## config.mk

```make
export PLATFORM = sky130hd
export DESIGN_NAME = alu_controle_flat
export DESIGN_NICKNAME = d
export VERILOG_FILES = /design/src/rtl/alu_pkg.sv /design/src/rtl/alu_controle_if.sv /design/src/rtl/alu_controle.sv /design/src/flat_wrapper.sv
export SDC_FILE = /design/constraint.sdc
export NUM_CORES = 1
export LEC_CHECK = 0
export BUFFER_PORTS_ARGS = -buffer_cell sky130_fd_sc_hd__buf_2
export CAP_MARGIN = 0
export CELL_PAD_IN_SITES_DETAIL_PLACEMENT = 1
export CELL_PAD_IN_SITES_GLOBAL_PLACEMENT = 1
export CORE_UTILIZATION = 34
export DETAILED_ROUTE_END_ITERATION = 8
export PLACE_DENSITY = 0.71
export SLEW_MARGIN = 20
export SYNTH_ARGS = -nofsm -noshare
export SYNTH_HDL_FRONTEND = slang
export SYNTH_SLANG_ARGS = --single-unit
```

## constraint.sdc

```tcl
create_clock -name clk -period 1.4 [get_ports clk]
set_input_delay 0.07 -clock clk [delete_from_list [all_inputs] [get_ports clk]]
set_output_delay 0.07 -clock clk [all_outputs]
set_load 0.01 [all_outputs]
```

## src/rtl/alu_pkg.sv

```systemverilog
// Shared types and widths for the ALU sequencing stage.
//   LARGURA  : datapath width of operands/result (must match the mux width)
//   SEL_W    : opcode/select width
//   estado_t : sequencing FSM states
//   op_t     : names of the 8 mux slots
package alu_pkg;

    localparam int unsigned LARGURA = 4;
    localparam int unsigned SEL_W   = 3;

    typedef enum logic [1:0] {
        OCIOSO,
        EXECUTA,
        PRONTO
    } estado_t;

    typedef enum logic [SEL_W-1:0] {
        OP_SOMA,
        OP_SOMA_ALT,
        OP_SUB,
        OP_AND,
        OP_OR,
        OP_XOR,
        OP_SHL,
        OP_NOT
    } op_t;

endpackage

```

## src/rtl/alu_controle_if.sv

```systemverilog
// Request/result bus between the requester, the ALU mux and alu_controle.
//   request : in_valid/in_ready, a, b, operacao, usar_acc, limpa_acc
//   to mux  : op_a, op_b, selecao ; from mux : saida_mux
//   result  : resultado, zero, negativo, out_valid/out_ready, contador_ops
interface alu_controle_if #(
    parameter int unsigned CNT_W = 8
);
    import alu_pkg::*;

    logic               in_valid;
    logic               in_ready;
    logic [LARGURA-1:0] a;
    logic [LARGURA-1:0] b;
    logic [SEL_W-1:0]   operacao;
    logic               usar_acc;
    logic               limpa_acc;
    logic [LARGURA-1:0] op_a;
    logic [LARGURA-1:0] op_b;
    logic [SEL_W-1:0]   selecao;
    logic [LARGURA-1:0] saida_mux;
    logic [LARGURA-1:0] resultado;
    logic               zero;
    logic               negativo;
    logic               out_valid;
    logic               out_ready;
    logic [CNT_W-1:0]   contador_ops;

    // Requester side (also supplies the mux output)
    modport master (
        output in_valid, a, b, operacao, usar_acc, limpa_acc, saida_mux, out_ready,
        input  in_ready, op_a, op_b, selecao, resultado, zero, negativo, out_valid,
               contador_ops
    );

    // alu_controle side
    modport slave (
        input  in_valid, a, b, operacao, usar_acc, limpa_acc, saida_mux, out_ready,
        output in_ready, op_a, op_b, selecao, resultado, zero, negativo, out_valid,
               contador_ops
    );

endinterface

```

## src/rtl/alu_controle.sv

```systemverilog
// Sequencing and result stage around the ALU 8:1 operation mux.
// Registers a request (operands + opcode, operand A optionally from the
// accumulator), lets the external mux settle for one cycle, captures the
// result with zero/negative flags and holds it until the consumer takes it.
//   clk, rst_n : clock (rising edge), asynchronous active-low reset
//   bus        : alu_controle_if.slave (request, mux operands/select, result)
module alu_controle
    import alu_pkg::*;
#(
    parameter int unsigned CNT_W = 8
) (
    input logic           clk,
    input logic           rst_n,
    alu_controle_if.slave bus
);

    estado_t            r_estado;
    estado_t            w_prox_estado;
    logic               w_in_ready;
    logic               w_aceita;
    logic               w_entrega;

    logic [LARGURA-1:0] r_op_a;
    logic [LARGURA-1:0] r_op_b;
    logic [SEL_W-1:0]   r_selecao;
    logic [LARGURA-1:0] r_resultado;
    logic               r_zero;
    logic               r_negativo;
    logic               r_out_valid;
    logic [LARGURA-1:0] r_acc;
    logic [CNT_W-1:0]   r_contador;

    // State register
    always_ff @(posedge clk or negedge rst_n) begin
        if (!rst_n) begin
            r_estado <= OCIOSO;
        end else begin
            r_estado <= w_prox_estado;
        end
    end

    // Next state and handshake decode; PRONTO accepts a new request only
    // in the same cycle its result is taken.
    always_comb begin
        w_prox_estado = r_estado;
        w_in_ready    = 1'b0;
        w_entrega     = 1'b0;
        case (r_estado)
            OCIOSO: begin
                w_in_ready = 1'b1;
                if (bus.in_valid) begin
                    w_prox_estado = EXECUTA;
                end
            end
            EXECUTA: begin
                w_prox_estado = PRONTO;
            end
            PRONTO: begin
                if (bus.out_ready) begin
                    w_in_ready    = 1'b1;
                    w_entrega     = 1'b1;
                    w_prox_estado = bus.in_valid ? EXECUTA : OCIOSO;
                end
            end
            default: begin
                w_prox_estado = OCIOSO;
            end
        endcase
        w_aceita = bus.in_valid && w_in_ready;
    end

    // Datapath: operand latch on accept, result capture in EXECUTA
    always_ff @(posedge clk or negedge rst_n) begin
        if (!rst_n) begin
            r_op_a      <= '0;
            r_op_b      <= '0;
            r_selecao   <= '0;
            r_resultado <= '0;
            r_zero      <= 1'b1;
            r_negativo  <= 1'b0;
            r_out_valid <= 1'b0;
            r_acc       <= '0;
            r_contador  <= '0;
        end else begin
            if (w_aceita) begin
                // Uses the pre-clear accumulator even if limpa_acc is high now
                r_op_a    <= bus.usar_acc ? r_acc : bus.a;
                r_op_b    <= bus.b;
                r_selecao <= bus.operacao;
            end

            if (r_estado == EXECUTA) begin
                r_resultado <= bus.saida_mux;
                r_zero      <= (bus.saida_mux == '0);
                r_negativo  <= bus.saida_mux[LARGURA-1];
                r_out_valid <= 1'b1;
            end else if (w_entrega) begin
                r_out_valid <= 1'b0;
                r_contador  <= r_contador + CNT_W'(1);
            end

            // Clear wins over the capture of a new result
            if (bus.limpa_acc) begin
                r_acc <= '0;
            end else if (r_estado == EXECUTA) begin
                r_acc <= bus.saida_mux;
            end
        end
    end

    assign bus.in_ready     = w_in_ready;
    assign bus.op_a         = r_op_a;
    assign bus.op_b         = r_op_b;
    assign bus.selecao      = r_selecao;
    assign bus.resultado    = r_resultado;
    assign bus.zero         = r_zero;
    assign bus.negativo     = r_negativo;
    assign bus.out_valid    = r_out_valid;
    assign bus.contador_ops = r_contador;

endmodule

```

## src/flat_wrapper.sv

```systemverilog
// flat-port wrapper written by rule: the top's interface ports become plain ports
module alu_controle_flat import alu_pkg::*;
#(
    parameter int unsigned CNT_W = 8
)
  (clk, rst_n, bus_in_valid, bus_a, bus_b, bus_operacao, bus_usar_acc, bus_limpa_acc, bus_saida_mux, bus_out_ready, bus_in_ready, bus_op_a, bus_op_b, bus_selecao, bus_resultado, bus_zero, bus_negativo, bus_out_valid, bus_contador_ops);
  alu_controle_if #(.CNT_W(CNT_W)) bus_i ();
  input logic clk;
  input logic rst_n;
  input wire logic [$bits(bus_i.in_valid)-1:0] bus_in_valid;
  input wire logic [$bits(bus_i.a)-1:0] bus_a;
  input wire logic [$bits(bus_i.b)-1:0] bus_b;
  input wire logic [$bits(bus_i.operacao)-1:0] bus_operacao;
  input wire logic [$bits(bus_i.usar_acc)-1:0] bus_usar_acc;
  input wire logic [$bits(bus_i.limpa_acc)-1:0] bus_limpa_acc;
  input wire logic [$bits(bus_i.saida_mux)-1:0] bus_saida_mux;
  input wire logic [$bits(bus_i.out_ready)-1:0] bus_out_ready;
  output wire logic [$bits(bus_i.in_ready)-1:0] bus_in_ready;
  output wire logic [$bits(bus_i.op_a)-1:0] bus_op_a;
  output wire logic [$bits(bus_i.op_b)-1:0] bus_op_b;
  output wire logic [$bits(bus_i.selecao)-1:0] bus_selecao;
  output wire logic [$bits(bus_i.resultado)-1:0] bus_resultado;
  output wire logic [$bits(bus_i.zero)-1:0] bus_zero;
  output wire logic [$bits(bus_i.negativo)-1:0] bus_negativo;
  output wire logic [$bits(bus_i.out_valid)-1:0] bus_out_valid;
  output wire logic [$bits(bus_i.contador_ops)-1:0] bus_contador_ops;
  assign bus_i.in_valid = bus_in_valid;
  assign bus_i.a = bus_a;
  assign bus_i.b = bus_b;
  assign bus_i.operacao = bus_operacao;
  assign bus_i.usar_acc = bus_usar_acc;
  assign bus_i.limpa_acc = bus_limpa_acc;
  assign bus_i.saida_mux = bus_saida_mux;
  assign bus_i.out_ready = bus_out_ready;
  assign bus_in_ready = bus_i.in_ready;
  assign bus_op_a = bus_i.op_a;
  assign bus_op_b = bus_i.op_b;
  assign bus_selecao = bus_i.selecao;
  assign bus_resultado = bus_i.resultado;
  assign bus_zero = bus_i.zero;
  assign bus_negativo = bus_i.negativo;
  assign bus_out_valid = bus_i.out_valid;
  assign bus_contador_ops = bus_i.contador_ops;
  alu_controle #(.CNT_W(CNT_W)) u_core (.clk(clk), .rst_n(rst_n), .bus(bus_i));
endmodule
```

# [Word level (Yosys, flattened, before mapping)]
# Index checks and enable logic that the tools add are counted.
[totals] register_bits=32
[op_classes] n_addsub=1 n_eq_ne=4 muxes=12 bitwise=1 reduce_logical=7
[ops] operator="2-to-1 mux 4 bit" count=3
[ops] operator="adder 8 x 1 -> 8 bit, second input constant" count=1
[ops] operator="case mux 2 bit (3 select lines)" count=1
[ops] operator="2-to-1 mux 1 bit" count=5
[ops] operator="logical NOT 4 bit" count=1
[ops] operator="2-to-1 mux 2 bit" count=2
[ops] operator="!= test 2 bit, second input constant" count=2
[ops] operator="AND reduction 2 bit" count=2
[ops] operator="nonzero test 2 bit" count=2
[ops] operator="equality test 2 x 1 -> 1 bit, second input constant" count=1
[ops] operator="equality test 2 bit, second input constant" count=1
[ops] operator="logical NOT 2 bit" count=1
[ops] operator="case mux 1 bit (2 select lines)" count=1
[ops] operator="logical AND 1 bit" count=1
[ops] operator="inverter 1 bit" count=1

# [Depth between registers and ports, before layout]
# Gate-level depths: netlist of the first run.
[logic_depth] word_depth=4 mapped_depth=4 mapped_depth_nobuf=4

# [Least setup slack after synthesis of the first run]
# No wires, ideal clock.
[synth_timing] path_type="flip-flop to flip-flop" from="register u_core.r_estado[1]" to="register u_core.r_op_a[0], in the netlist u_core.bus.op_a[0]" setup_time_ps=125 t_arrival_ps=1243 required_time_ps=1275 setup_slack_ps=32 path_stages_with_launch=5 path_buffers=1 path_cell_list="dfrtp_1 > nor2b_4 > nor3b_4 > buf_12 > mux2_4"
[synth_via] elab_chain_cells=3
[synth_lines] item="start, declared" line_no="alu_controle.sv:17" rtl="estado_t r_estado;"
[synth_lines] item="start signal, assigned" line_no="alu_controle.sv:38" rtl="r_estado <= w_prox_estado;"
[synth_lines] item="equality test 2 bit or logical NOT 2 bit (tied branches)" line_no="alu_controle.sv:48" rtl="case (r_estado)"
[synth_lines] item="case mux 1 bit (2 select lines) *" line_no="alu_controle.sv:48"
[synth_lines] item="logical AND 1 bit *" line_no="alu_controle.sv:69" rtl="w_aceita = bus.in_valid && w_in_ready;"
[synth_lines] item="end signal, assigned" line_no="alu_controle.sv:87" rtl="r_op_a <= bus.usar_acc ? r_acc : bus.a;"
[synth_lines] item="end, declared" line_no="alu_controle.sv:23" rtl="logic [LARGURA-1:0] r_op_a;"
# Mark *: on every way between the ends. The rest lies on a longest branch, timed or not.
# A chain may end at the register's enable or synchronous reset.

# [Worst setup path after layout of the first run]
[layout_timing] from="register u_core.r_estado[1]" to="register u_core.r_op_a[1], in the netlist u_core.bus.op_a[1]"
# The elaborated chain is that of the path after synthesis.

==> results of run 1 <==
-- placed cells by master, fill, tap and decap left out, types with 2 or more instances in the layout --
master	n
nand2_1	18
clkbuf_8	5
xor2_1	4
buf_2	47
nand3_1	3
dfrtp_1	30
a21oi_1	4
dlygate4sd3_1	2
clkinv_2	3
nor2_1	2
xnor2_1	3
mux2_4	11
mux2_2	5
-- cell type report --
class | count | area share (%)
Multi-Input combinational cell | 66 | 31.1
Timing Repair Buffer | 51 | 16.2
Clock inverter | 3 | 0.860
Clock buffer | 5 | 3.94
Tap cell | 48 | 3.44
Sequential cell | 31 | 44.5
-- power by group --
part	total (mW)	internal, mW	switching (mW)	leakage, nW
clock network	0.665	0.339	0.326	0.0477
logic	0.835	0.442	0.393	0.481
registers	1.30	1.12	0.176	0.388
-- kinds of logic after synthesis --
logic type | Yosys count | share of synthesized area, %
compound gates | 7 | 2.82
xor+xnor | 7 | 4.61
fa+ha+maj | 1 | 0.940
buf+inv | 3 | 2.44
flops | 31 | 58.4
mux | 16 | 16.1
simple gates | 35 | 14.8
-- per-stage QoR --
step | instances | cell area (sq um)
after floorplan | 100 | 1330
after global placement | 194 | 1620
after detailed placement | 194 | 1620
after CTS | 204 | 1730
after global routing | 204 | 1750
final | 204 | 1750
-- worst max path at each step --
stage,end,slack [ns],cells after the start
after global routing,u_core.bus.op_b[1],0.02,4
final,u_core.bus.op_a[1],0.07,4
after global placement,u_core.bus.op_b[1],0.09,4
after CTS,u_core.bus.op_b[2],0.03,4
after floorplan,u_core.bus.op_a[0],0.03,4
after detailed placement,u_core.bus.contador_ops[7],0.01,3
-- flip-flops by register name, indices dropped and copies added, names as in the netlist --
signal / flops
u_core.bus.contador_ops: 8
u_core.bus.selecao: 3
u_core.bus.op_b: 4
u_core.r_acc: 4
u_core.bus.resultado: 3
u_core.bus.out_valid: 1
u_core.bus.negativo: 1
u_core.bus.op_a: 4
u_core.bus.zero: 1
u_core.r_estado: 2
-- worst register-to-register path, delay by kind of cell, from the launching register on --
family	cells	cell delay [ns]
muxes	1	0.30
and+or+nand+nor	2	0.35
DFF	1	0.38
buffers and inverters	1	0.18
-- per-layer routing --
| layer | share of wire (%) | global-route usage (%) | vias up |
|---|---|---|---|
| met5 | 0 | 0 | - |
| met4 | 1.2 | 6.67 | 0 |
| met3 | 6.3 | 5.99 | 4 |
| met2 | 49 | 25.5 | 34 |
| met1 | 43 | 18.0 | 463 |
| li1 | - | - | 453 |
-- what timing repair did --
action,4_1_cts,5_1_grt
hold buffers,2,0
endpoints found under the setup margin,1,4
pin swaps,0,0
gates resized for setup,1,3
hold endpoints to repair,34,0
==> impl_results.md, run 1 <==
- Status: finished clean
- Final Hold Viols: 0
- RePlAce Congestion: just over 0.7
- CP endpoint kind: register
- Largest net degree at the start of global routing: 32
- Worst EP required: between 1.5 and 2 ns
- Async S/R FF share, synth: 100%
- Cell variety after synth: 28
- Leak Pwr: 0.917 nW
- Fin crit share: about 95%
- Seq/Total Area, Yosys: between 50% and 60%
- Clk_skew: 0.00396 ns
- Post-Route WL: ~2900 um
- Post-synth top area cell: dfrtp_1
- Syn Area/Cell: 13.3 sq um
- Reg2Reg Depth: 4
- Antenna violations before repair: 0
- FF+latch area: between 700 and 800 sq um
- Worst Hold Path EP: u_core.bus.resultado[1]
- CTS tree: done
- Slew @ Worst Pin: around 0.69 ns
- Clock Path Buffers: 2
- # IOs: 48
- Setup crit start: u_core.r_estado[1]
- Fillers: approximately 430
- Router iterations before antenna repair: 4
- Starting Density: 35.8%
- Vias in the first global route: ~1.0k
- IO Port Bufs: 47
- Post-synth EDFFs: 0
- Cells after synthesis: 100
- Cell area after synthesis: 0.00133 sq mm
- Synth top area share: between 50% and 60%
- Crit path max-delay family: flip-flops
- Clock sink count: 31
- Pwr Total: around 2.8 mW
- Cells along the critical path: nor2b_4, nor3b_4, buf_12, mux2_4
- CTS buffer count: 5
- Post-CTS Setup Bufs: 0
- Antenna cell count: 0
- Most common cell in the synthesized netlist: dfrtp_1
- Slack of the critical path: roughly 0.071 ns
- Starting DRT DRC Count: 30
- CP Data Arrival Time: roughly 1.5 ns
- Die X: between 60 and 70 um
- Reg-to-reg endpoint: u_core.bus.op_a[1]
- Post-Route Utilization: 47.0%
- WS Path Type: register to register
- Via density: roughly 4.7
- H-tree Lvls: 2
- RR Startpoint: u_core.r_estado[1]
- Die area: between 0.004 and 0.005 sq mm
- PD cells: around 1600 mW/mm^2
- Synth Net Count: 122
- Crit Path Max Fanout: 12
- Crit path launch type: register
- Core area: roughly 0.0037 sq mm
- Unrepaired setup endpoints after global routing: no
- Share of cells above drive strength 1: around 50%
- F_max: roughly 750 MHz
- Area growth, synth to finish: 31.2%
- Register-to-register setup slack: just over 0.07 ns
- Crit-path slowest cell: dfrtp_1
- HP Class: input port to register
- Max-Cap Viols: 0
- Rel. slew slack: about 54%
- Root buffer selected by CTS: clkbuf_8
- Die Span Y: about 65 um
- Residual DRC: 0
- Worst hold stages: 3
- DR vias: between 900 and 1k
- Total negative slack: 0 ns
- Multi-input logic area: between 500 and 600 sq um
- Pre-CTS WS: about 0.01 ns
- Num rows: 22
- Hold_sp: bus_saida_mux[1]
- Synth Register Bits: 31
- Worst vdd ir: around 700 uV
- Antenna viol nets, final: 0
- HPWL after DPL: 2120 um
- Layout Nets: 177
- Fin Hold WS: about 0.014 ns
- GRT Util Overall: ~16%
- Max-slew violation count: 0
- Primary FF master, synth: dfrtp_1
- Clk_lat worst skew: between 0.2 and 0.3 ns
- YS warnings: 0
- First-pass GRT wire length: ~4800 um
- Clock transition at the registers of the reported paths: 0.06 ns
- Total congestion overflow: 0
- DR WL/cell: roughly 14 um
- Top cells by area, synth: dfrtp_1 56%, mux2_4 10%, mux2_2 5.9%
- Setup-failing EPs final: 0
- Synth cell count leaders: 30 x dfrtp_1, 18 x nand2_1, 9 x mux2_4
- CP max stage delay: between 0.3 and 0.4 ns
- CP bufs+invs: 1
- Period minus WS final: ~1.3 ns
No activity file was read; power rests on OpenSTA's default activity.
==> run 2: changes to the inputs <==
--- a/config.mk
+++ b/config.mk
@@ -5,7 +5,7 @@
 export SDC_FILE = /design/constraint.sdc
 export NUM_CORES = 1
 export LEC_CHECK = 0
-export BUFFER_PORTS_ARGS = -buffer_cell sky130_fd_sc_hd__buf_2
+export BUFFER_PORTS_ARGS = -buffer_cell sky130_fd_sc_hd__clkbuf_2
 export CAP_MARGIN = 0
 export CELL_PAD_IN_SITES_DETAIL_PLACEMENT = 1
 export CELL_PAD_IN_SITES_GLOBAL_PLACEMENT = 1
==> run 2 against run 1 <==
  * Flip-flop and latch count did not move
  * First-iteration DRC count grew 3.3%
  * Critical path depth did not move
  * Utilization rose by 0.54 points
  * Sequential power barely moved
  * Critical path type unchanged
  * Largest power group unchanged
==> impl_results.md, run 2 (same netlist as run 1, synthesis figures left out) <==
- Clock sink count: 31
- Core area: 0.00372 sq mm
- # IOs: 48
- Crit Path Max Fanout: 12
- Share of cells above drive strength 1: roughly half
- Commonest non-fill, non-tap cell in the layout: clkbuf_2
- Crit path launch type: register
- Largest net degree at the start of global routing: 32
- CP endpoint kind: register
- Vias in the first global route: roughly 1000
- Crit path depth: 4
- Antenna cell count: 0
- Die Span Y: between 60 and 70 um
- Pre-CTS WS: 0.0311 ns
- HPWL after DPL: roughly 2100 um
- Antenna viol nets, final: 0
- CP bufs+invs: 1
- Worst EP required: 1.57 ns
- IO Port Bufs: 47
- Worst vdd ir: approximately 660 uV
- GRT Util Overall: between 10% and 20%
- HP Class: input port to register
- Slew @ Worst Pin: 0.421 ns
- DR WL/cell: around 14 um
- Starting Density: 35.8%
- Register-to-register setup slack: roughly 0.053 ns
- Worst hold stages: 3
- Total congestion overflow: 0
- Reg-to-reg endpoint: u_core.bus.op_b[2]
- Layout Nets: ~180
- RR Startpoint: u_core.r_estado[1]
- Fin crit share: between 90% and 100%
- Clk_skew: around 0.005 ns
- Router iterations before antenna repair: 4
- Rel. slew slack: between 70% and 80%
- Global Route met3 Usage: ~5.8%
- Reg2Reg Depth: 4
- CTS buffer count: 5
- GRT busiest layer: met2
- Post-Route WL: 2830 um
- CTS tree: done
- Met2 Use GR: between 20% and 30%
- F_max: between 700 and 800 MHz
- Num rows: 22
- Unrepaired setup endpoints after global routing: yes
- Max-Cap Viols: 0
- Area growth, synth to finish: 32.7%
- RePlAce Congestion: slightly above 0.7
- Worst Hold Path EP: u_core.bus.resultado[1]
- Period minus WS final: 1.35 ns
- Die X: between 60 and 70 um
- Starting DRT DRC Count: 31
- Slack of the critical path: between 0.05 and 0.06 ns
- Antenna violations before repair: 0
- Max-slew violation count: 0
- Die area: about 0.0042 sq mm
- Met1 usage: between 20% and 30%
- Leak Pwr: roughly 0.9 nW
- WS Path Type: register to register
- Cells along the critical path: nor2b_4, nor3b_4, buf_12, mux2_4
- PD cells: ~1600 mW/mm^2
- H-tree Lvls: 2
- Setup-failing EPs final: 0
- Clock Path Buffers: 2
- Crit path max-delay family: flip-flops
- Clk_lat worst skew: roughly 0.28 ns
- Commonest non-fill, non-tap cells in the layout: 47 x clkbuf_2, 30 x dfrtp_1, 18 x nand2_1
- Status: finished clean
- CP Data Arrival Time: about 1.5 ns
- Residual DRC: 0
- Post-Route Utilization: 47.5%
- Root buffer selected by CTS: clkbuf_8
- Max reg flops: 8
- CP max stage delay: between 0.3 and 0.4 ns
- Via density: about 4.6
- DR vias: between 900 and 1k
- Clock transition at the registers of the reported paths: 0.06 ns
- Hold_sp: bus_saida_mux[1]
- Crit-path slowest cell: dfrtp_1
- Final Hold Viols: 0
- First-pass GRT wire length: 4830 um
-- run 2: changes by cell type in the layout (fill, tap and decap cells not counted) --
cell	change
nor3_2	-1
nand3b_2	+1
buf_4	+1
clkinv_2	-3
clkbuf_2	+47
clkbuf_8	+2
clkbuf_1	+1
nor3_1	+1
nand3b_4	-1
buf_2	-47
dlygate4sd3_1	+1
-- run 2: repair_timing --
| action | CTS | global route |
|---|---|---|
| resized for setup | 0 | 2 |
| hold buffers | 2 | 1 |
| buffers inserted | 0 | 0 |
| endpoints found under the hold margin | 34 | 1 |
| setup endpoints to repair | 0 | 3 |
-- run 2: power breakdown --
part	internal (mW)	switching [mW]	leakage (nW)
Combinational	0.437	0.386	0.478
Sequential	1.12	0.188	0.388
Clock	0.448	0.320	0.0515
Total	2.01	0.894	0.918
-- run 2: worst max-delay path by stage --
stage | slack [ns] | endpoint | start
after floorplan | 0.03 | u_core.bus.op_a[0] | u_core.r_estado[1]
after global placement | 0.09 | u_core.bus.op_b[1] | u_core.r_estado[1]
after detailed placement | 0.03 | u_core.bus.op_b[2] | u_core.r_estado[1]
after CTS | 0.02 | u_core.bus.op_b[2] | u_core.r_estado[1]
after global routing | -0.004 | u_core.bus.op_b[2] | u_core.r_estado[1]
final | 0.05 | u_core.bus.op_b[2] | u_core.r_estado[1]
-- run 2: tightest hold or removal path: stages --
cell	delay, ns
clkbuf_2	0.08
nand2_1	0.06
nand2_1	0.05
-- run 2: through the flow --
stage / total power [mW] / area (sq um) / hold slack (ns) / instances / TNS, ns
2_1_floorplan: 1.78 / 1330 / -0.226 / 100 / 0
3_3_place_gp: 2.11 / 1630 / 0.105 / 195 / 0
3_5_place_dp: 2.15 / 1630 / 0.106 / 195 / 0
4_1_cts: 2.94 / 1750 / 0.00341 / 205 / 0
5_1_grt: 3.11 / 1770 / 0.0119 / 206 / -0.00564
6_report: 2.90 / 1770 / 0.0106 / 206 / 0
-- run 2: layout make-up --
type / instances / area (sq um)
clock buffer: 8 / 100
fill: 428 / 1950
multi-input combinational: 66 / 529
sequential: 31 / 777
tap: 48 / 60.1
timing repair buffer: 53 / 300
-- run 2: routing by layer --
| layer | wire length, um | vias up |
|---|---|---|
| li1 | - | 455 |
| met4 | 43 | 0 |
| met2 | 1380 | 36 |
| met3 | 168 | 5 |
| met1 | 1240 | 448 |
| met5 | 0 | - |
